`config.mk`:
```
export PLATFORM = sky130hd
export DESIGN_NAME = masked_sbox_layer_seq
export DESIGN_NICKNAME = d
export VERILOG_FILES = /design/src/rtl/masked_sbox_pkg.sv /design/src/rtl/masked_sbox_core.sv /design/src/rtl/masked_sbox_layer_ctrl.sv /design/src/rtl/masked_sbox_layer_seq.sv
export SDC_FILE = /design/constraint.sdc
export NUM_CORES = 1
export LEC_CHECK = 0
export ABC_AREA = 1
export CORE_MARGIN = 4
export CORE_UTILIZATION = 45
export CTS_CLUSTER_SIZE = 10
export DETAILED_ROUTE_END_ITERATION = 8
export DONT_BUFFER_PORTS = 1
export SLEW_MARGIN = 0
export SYNTH_ARGS = -nofsm -noshare
export SYNTH_HDL_FRONTEND = slang
export SYNTH_SLANG_ARGS = --single-unit
```
`constraint.sdc`:
```
create_clock -name clk -period 3.1 [get_ports clk]
set_clock_uncertainty 0.2 [all_clocks]
set_input_delay 0.465 -clock clk [delete_from_list [all_inputs] [get_ports clk]]
set_output_delay 0.465 -clock clk [all_outputs]
set_load 0.03 [all_outputs]
```
`src/rtl/masked_sbox_pkg.sv`:
```
// rtl/masked_sbox_pkg.sv - shared types and helpers for the masked S-box layer
package masked_sbox_pkg;
   localparam int NIBBLE_W = 4;

   typedef enum logic [2:0] {IDLE, ISSUE, WAIT, CAPT, DONE} layer_state_t;

   function automatic int calc_nb(input int nlanes, input int npar);
      return nlanes / npar;
   endfunction

   function automatic int calc_bw(input int nb);
      return (nb > 1) ? $clog2(nb) : 1;
   endfunction

   // Bit offset of nibble 'lane' of share 'share' in a flattened shared state.
   function automatic int lane_lsb(input int share, input int lane, input int nlanes);
      return (share * nlanes + lane) * NIBBLE_W;
   endfunction
endpackage

```
`src/rtl/masked_sbox_core.sv`:
```
// rtl/masked_sbox_core.sv - masked 4-bit Skinny S-box core, LATENCY register stages
module masked_sbox_core
   import masked_sbox_pkg::*;
#(
   parameter int SHARES  = 2,
   parameter int LATENCY = 2,
   parameter int RAND_W  = 16
) (
   input  logic                         clk,
   input  logic                         rst,
   input  logic [SHARES*NIBBLE_W-1:0]   x,
   input  logic [RAND_W-1:0]            rnd,
   output logic [SHARES*NIBBLE_W-1:0]   y
);
   localparam logic [63:0] S4_TAB = 64'hF7E4D583B2A1096C;
   localparam int RN = RAND_W / NIBBLE_W;
   localparam int RS = (SHARES > 1) ? SHARES - 1 : 1;

   logic [NIBBLE_W-1:0]        v;
   logic [NIBBLE_W-1:0]        acc;
   logic [SHARES*NIBBLE_W-1:0] fresh;
   logic [SHARES*NIBBLE_W-1:0] pipe [LATENCY];

   // Shares meet only here; the result leaves re-split under all fresh random nibbles.
   always_comb begin
      v = '0;
      for (int s = 0; s < SHARES; s++) v = v ^ x[s*NIBBLE_W +: NIBBLE_W];
      acc   = S4_TAB[{v, 2'b00} +: NIBBLE_W];
      fresh = '0;
      for (int j = 0; j < RN; j++)
         fresh[(j % RS)*NIBBLE_W +: NIBBLE_W] = fresh[(j % RS)*NIBBLE_W +: NIBBLE_W]
                                                ^ rnd[j*NIBBLE_W +: NIBBLE_W];
      for (int s = 0; s < SHARES - 1; s++) acc = acc ^ fresh[s*NIBBLE_W +: NIBBLE_W];
      fresh[(SHARES-1)*NIBBLE_W +: NIBBLE_W] = acc;
   end

   always_ff @(posedge clk or negedge rst) begin
      if (!rst) begin
         for (int i = 0; i < LATENCY; i++) pipe[i] <= '0;
      end else begin
         pipe[0] <= fresh;
         for (int i = 1; i < LATENCY; i++) pipe[i] <= pipe[i-1];
      end
   end

   assign y = pipe[LATENCY-1];
endmodule

```
`src/rtl/masked_sbox_layer_ctrl.sv`:
```
// rtl/masked_sbox_layer_ctrl.sv - layer FSM, batch/wait/done counters; optional SBOX_LAYER_SHUFFLE_EN
module masked_sbox_layer_ctrl
   import masked_sbox_pkg::*;
#(
   parameter int NB      = 4,
   parameter int BW      = 2,
   parameter int LATENCY = 2
) (
   input  logic          clk,
   input  logic          rst,
`ifdef SBOX_LAYER_SHUFFLE_EN
   input  logic [BW-1:0] shuffle_seed,
`endif
   input  logic          in_valid,
   output logic          in_ready,
   input  logic          rnd_valid,
   output logic          rnd_ready,
   output logic          out_valid,
   input  logic          out_ready,
   output logic          busy,
   output logic [BW-1:0] batch,
   output logic          load,
   output logic          issue,
   output logic          capt
);
   localparam int WW = $clog2(LATENCY) + 1;
   localparam logic [WW-1:0] WAIT_LAST  = WW'(LATENCY - 1);
   localparam logic [BW-1:0] BATCH_LAST = BW'(NB - 1);
   localparam logic [BW:0]   DONE_LAST  = (BW+1)'(NB - 1);

   layer_state_t  state, state_nxt;
   logic [WW-1:0] wait_cnt;
   logic [BW:0]   done_cnt;
   logic [BW-1:0] start;
   logic          last;

`ifdef SBOX_LAYER_SHUFFLE_EN
   localparam logic [BW:0] NB_W = (BW+1)'(NB);
   // seed < 2^BW < 2*NB, so one conditional subtraction reduces it modulo NB.
   assign start = ({1'b0, shuffle_seed} >= NB_W) ? shuffle_seed - NB_W[BW-1:0] : shuffle_seed;
`else
   assign start = '0;
`endif

   assign last = (done_cnt == DONE_LAST);

   always_ff @(posedge clk or negedge rst) begin
      if (!rst) state <= IDLE;
      else      state <= state_nxt;
   end

   always_comb begin
      state_nxt = state;
      case (state)
         IDLE:    if (in_valid) state_nxt = ISSUE;
         ISSUE:   if (rnd_valid) state_nxt = WAIT;
         WAIT:    if (wait_cnt == WAIT_LAST) state_nxt = CAPT;
         CAPT:    state_nxt = last ? DONE : ISSUE;
         DONE:    if (out_ready) state_nxt = IDLE;
         default: state_nxt = IDLE;
      endcase
   end

   always_comb begin
      in_ready  = 1'b0;
      rnd_ready = 1'b0;
      out_valid = 1'b0;
      busy      = 1'b1;
      load      = 1'b0;
      issue     = 1'b0;
      capt      = 1'b0;
      case (state)
         IDLE:    begin in_ready = 1'b1; busy = 1'b0; load = in_valid; end
         ISSUE:   begin rnd_ready = 1'b1; issue = rnd_valid; end
         CAPT:    capt = 1'b1;
         DONE:    out_valid = 1'b1;
         default: ;
      endcase
   end

   always_ff @(posedge clk or negedge rst) begin
      if (!rst) begin
         batch    <= '0;
         wait_cnt <= '0;
         done_cnt <= '0;
      end else begin
         if (load) begin
            batch    <= start;
            done_cnt <= '0;
         end
         if (issue)              wait_cnt <= '0;
         else if (state == WAIT) wait_cnt <= wait_cnt + 1'b1;
         if (capt) begin
            batch    <= (batch == BATCH_LAST) ? '0 : batch + 1'b1;
            done_cnt <= done_cnt + 1'b1;
         end
      end
   end
endmodule

```
`src/rtl/masked_sbox_layer_seq.sv`:
```
// rtl/masked_sbox_layer_seq.sv - serialised masked Skinny-64 S-box layer; optional SBOX_LAYER_SHUFFLE_EN
module masked_sbox_layer_seq
   import masked_sbox_pkg::*;
#(
   parameter int NLANES  = 16,
   parameter int NPAR    = 4,
   parameter int SHARES  = 2,
   parameter int LATENCY = 2,
   parameter int RAND_W  = 16
) (
   input  logic                              clk,
   input  logic                              rst,
`ifdef SBOX_LAYER_SHUFFLE_EN
   input  logic [calc_bw(calc_nb(NLANES, NPAR))-1:0] shuffle_seed,
`endif
   input  logic                              in_valid,
   output logic                              in_ready,
   input  logic [SHARES*NLANES*NIBBLE_W-1:0] in_data,
   input  logic                              rnd_valid,
   output logic                              rnd_ready,
   input  logic [NPAR*RAND_W-1:0]            rnd_data,
   output logic                              out_valid,
   input  logic                              out_ready,
   output logic [SHARES*NLANES*NIBBLE_W-1:0] out_data,
   output logic                              busy
);
   localparam int NB = calc_nb(NLANES, NPAR);
   localparam int BW = calc_bw(NB);
   localparam int CW = SHARES * NIBBLE_W;

   logic [SHARES*NLANES*NIBBLE_W-1:0] in_buf, out_buf;
   logic [NPAR*RAND_W-1:0]            rnd_buf;
   logic [CW-1:0]                     core_x [NPAR];
   logic [CW-1:0]                     core_y [NPAR];
   logic [BW-1:0]                     batch;
   logic                              load, issue, capt;

   masked_sbox_layer_ctrl #(.NB(NB), .BW(BW), .LATENCY(LATENCY)) u_ctrl (
      .clk       (clk),
      .rst       (rst),
`ifdef SBOX_LAYER_SHUFFLE_EN
      .shuffle_seed (shuffle_seed),
`endif
      .in_valid  (in_valid),
      .in_ready  (in_ready),
      .rnd_valid (rnd_valid),
      .rnd_ready (rnd_ready),
      .out_valid (out_valid),
      .out_ready (out_ready),
      .busy      (busy),
      .batch     (batch),
      .load      (load),
      .issue     (issue),
      .capt      (capt)
   );

   // Core inputs come only from registers and are zeroed between batches and
   // outside a layer so that stale shares never sit next to fresh ones.
   always_ff @(posedge clk or negedge rst) begin
      if (!rst) begin
         in_buf  <= '0;
         out_buf <= '0;
         rnd_buf <= '0;
         for (int k = 0; k < NPAR; k++) core_x[k] <= '0;
      end else begin
         if (load) in_buf <= in_data;
         if (issue) begin
            rnd_buf <= rnd_data;
            for (int k = 0; k < NPAR; k++)
               for (int s = 0; s < SHARES; s++)
                  core_x[k][s*NIBBLE_W +: NIBBLE_W] <=
                     in_buf[lane_lsb(s, int'(batch) * NPAR + k, NLANES) +: NIBBLE_W];
         end else if (capt) begin
            for (int k = 0; k < NPAR; k++) core_x[k] <= '0;
         end
         if (capt) begin
            for (int k = 0; k < NPAR; k++)
               for (int s = 0; s < SHARES; s++)
                  out_buf[lane_lsb(s, int'(batch) * NPAR + k, NLANES) +: NIBBLE_W] <=
                     core_y[k][s*NIBBLE_W +: NIBBLE_W];
         end
      end
   end

   for (genvar k = 0; k < NPAR; k++) begin : g_core
      masked_sbox_core #(.SHARES(SHARES), .LATENCY(LATENCY), .RAND_W(RAND_W)) u_core (
         .clk (clk),
         .rst (rst),
         .x   (core_x[k]),
         .rnd (rnd_buf[k*RAND_W +: RAND_W]),
         .y   (core_y[k])
      );
   end

   assign out_data = out_buf;
endmodule

```
==> impl_metrics.ini <==
[final_layout]
area_delta_synth_final_pct = 23.9
final_cell_mix = nand2_1, dfrtp_1, dlygate4sd3_1, nand3_1, inv_1
layout_commonest_cell = nand2_1
fin_cells = 3164
fin_nets = 2834
final_area_mm2 = 0.0239
final_layout_size_suffix_gt1_frac = 0.0351
fillers = 3609

[synth]
yosysTopAreaCell = dfrtp_1
syn-num-nets = 2604
ys_types = 28
syn_inst = 2380
synth.cell_area_mm2 = 0.0193
ys_ff_latch = 426
synth_top_area_share = 0.552
seq_area_frac_synth = 0.552
synth_area_leaders = dfrtp_1, nand2_1, nand3_1
synth.avg_cell_area_um2 = 8.11
synth_warnings = 0

[clock_network]
cts_hold_buf = 294
clk_pin_slew_ps = 60
clk_latency_ps = 580
cts.repair.resized = 0
root_buffer = clkbuf_16
htree_levels = 2
post-cts-setup-buffers = 0
cts_tree = done
cts_buffers = 49
clockBufferDepth = 3
cts_sinks = 426

[pwr]
switching_power_w = 0.0109
p_sw_frac = 0.440
p_int_w = 0.0138
seqPwrFrac = 0.425
p_clk_frac = 0.206
vdd_ir_drop_max_mv = 0.684
powerDensity_mw_per_mm2 = 1040
leakagePower_nw = 11.8
combPwrFrac = 0.369

[setup_path]
rr_startpoint = u_ctrl.state[2]$_DFFE_PN0P_
crit_type = flip-flop to output port
cp-end-kind = output port
required_ps = 2430
worst-path-max-fanout = 130
cp-start-kind = flip-flop
cp-startpoint = u_ctrl.state[2]$_DFFE_PN0P_
cp_data_arrival_time_ps = 2230

[drt]
finalWirelength_um = 58500
drt_iter0_drc = 1356
routedWlPerCell_um = 18.5
antenna_left = 0
wl_met3_um = 4050
dr.max_layer_used = met5
vias = 16925
drt-pass1-iter-count = 5
drcViolationCount = 0
met2_length_um = 28100
via_per_inst = 5.35
wl_met1_um = 23800

[die]
fp.dieArea_mm2 = 0.0463
rows = 75
initial_core_util = 0.458
die_w_um = 215
io_pins = 329
core_mm2 = 0.0421
die_h_um = 215

[placed_design]
place_inst = 2804
placed_cell_area_mm2 = 0.0196
gp_congestion = 0.861
place.port_buffers = 0
place.detailed.hpwl_um = 36200

[grt]
grt_pass1_vias = 16974
grt_pass1_wl_um = 93300
antenna_found_initial = 4
gr-total-overflow = 0
track_usage = 0.251
grt_max_degree = 427

[worst_hold_path]
hp-class = input pin to async pin

[timing]
max_freq_mhz = 345
worst_pin_slew_ps = 1340
relSlewSlack = 0.104
finalSetupViolCount = 0
fin_hold_ws_ps = -620
rsz0062_at_grt = no
slew_viol_final = 0
period_share = 0.934
final.setup.tns_ps = 0
final_hold_viol_count = 426
period_needed_ps = 2900

[status]
status = complete, but fails checks
violations = negative hold slack

[run]
drv_cap = 0
## power groups by stage
stage          Sequential [W]  Combinational [W]  Clock (W)
2_1_floorplan         0.00984            0.00656          0
3_3_place_gp           0.0105            0.00836          0
3_5_place_dp           0.0106            0.00859          0
4_1_cts                0.0105            0.00912    0.00526
5_1_grt                0.0108             0.0105    0.00547
6_report               0.0105            0.00914    0.00509
## per-layer routing
metal,global-route usage,vias to the layer above
met1,0.322,8025
met4,0.0988,2
met3,0.0582,168
met5,0,-
li1,-,8096
met2,0.415,634
## cells by family after synthesis
group | after synthesis | synth area share
AOI/OAI and AO/OA | 284 | 0.0745
xor gates and xnor gates | 25 | 0.0113
adders and majority gates | 27 | 0.0175
buffers and inverters | 268 | 0.0566
DFF | 426 | 0.552
and+or+nand+nor | 1350 | 0.288
## cells in the mapped netlist (all sizes together)
| cell type | number |
|---|---|
| nand2 | 987 |
| dfrtp | 426 |
| nand3 | 250 |
| o21ai | 210 |
| inv | 132 |
| clkbuf | 69 |
| buf | 67 |
| a21oi | 65 |
| nor2 | 51 |
| nand4 | 48 |
| ha | 27 |
| xor2 | 13 |
| xnor2 | 12 |
| nor3 | 9 |
| nand3b | 4 |
| o21a | 4 |
| o22ai | 3 |
| a31oi | 1 |
| nor3b | 1 |
| o21bai | 1 |
## registers in the layout, summed over array words and instances, names as in the netlist
register,cells
u_ctrl.done_cnt,3
u_ctrl.batch,2
rnd_buf,64
in_buf,128
core_x,32
u_ctrl.state,3
out_data,128
g_core.u_core.y,32
u_ctrl.wait_cnt,2
g_core.u_core.pipe,32
## layout make-up
class                      count  area (um2)  area share
antenna                        3        7.51    0.000314
clock buffer                  62        1330      0.0555
clock inverter                 1        16.3    0.000680
inverter                     132         503      0.0210
multi-input combinational   1686        7560       0.316
sequential                   426       10700       0.446
tap                          539         674      0.0282
timing repair buffer         315        3160       0.132
## worst paths after layout
kind                       cells after the start                                  to  slack (ps)
setup / recovery                               4                            in_ready         200
hold / removal                                 0            out_data[65]$_DFFE_PN0P_        -620
setup reg to reg                               7              in_buf[84]$_DFFE_PN0P_         240
hold reg to reg                                0     g_core[2].u_core.y[1]$_DFF_PN0_         130
max in group asynchronous                      0  g_core[2].u_core.pipe[9]$_DFF_PN0_        2210
min in group clk                               3              in_buf[78]$_DFFE_PN0P_         100
## critical path: stages (launching register included)
cell and delay (ps):
dfrtp_1 410, nor2_1 170, nand2_1 340, inv_4 180, buf_12 370
## per-stage QoR
stage | util | hold WS, ps | power [W] | setup WS [ps]
6_report | 0.567 | -620 | 0.0247 | 204
5_1_grt | 0.567 | -645 | 0.0267 | 91.3
4_1_cts | 0.567 | -649 | 0.0249 | 224
3_5_place_dp | 0.465 | -19.9 | 0.0192 | 654
3_3_place_gp | 0.465 | -21.4 | 0.0189 | 756
2_1_floorplan | - | -30.6 | 0.0164 | 606
No activity file was read; power rests on OpenSTA's default activity.
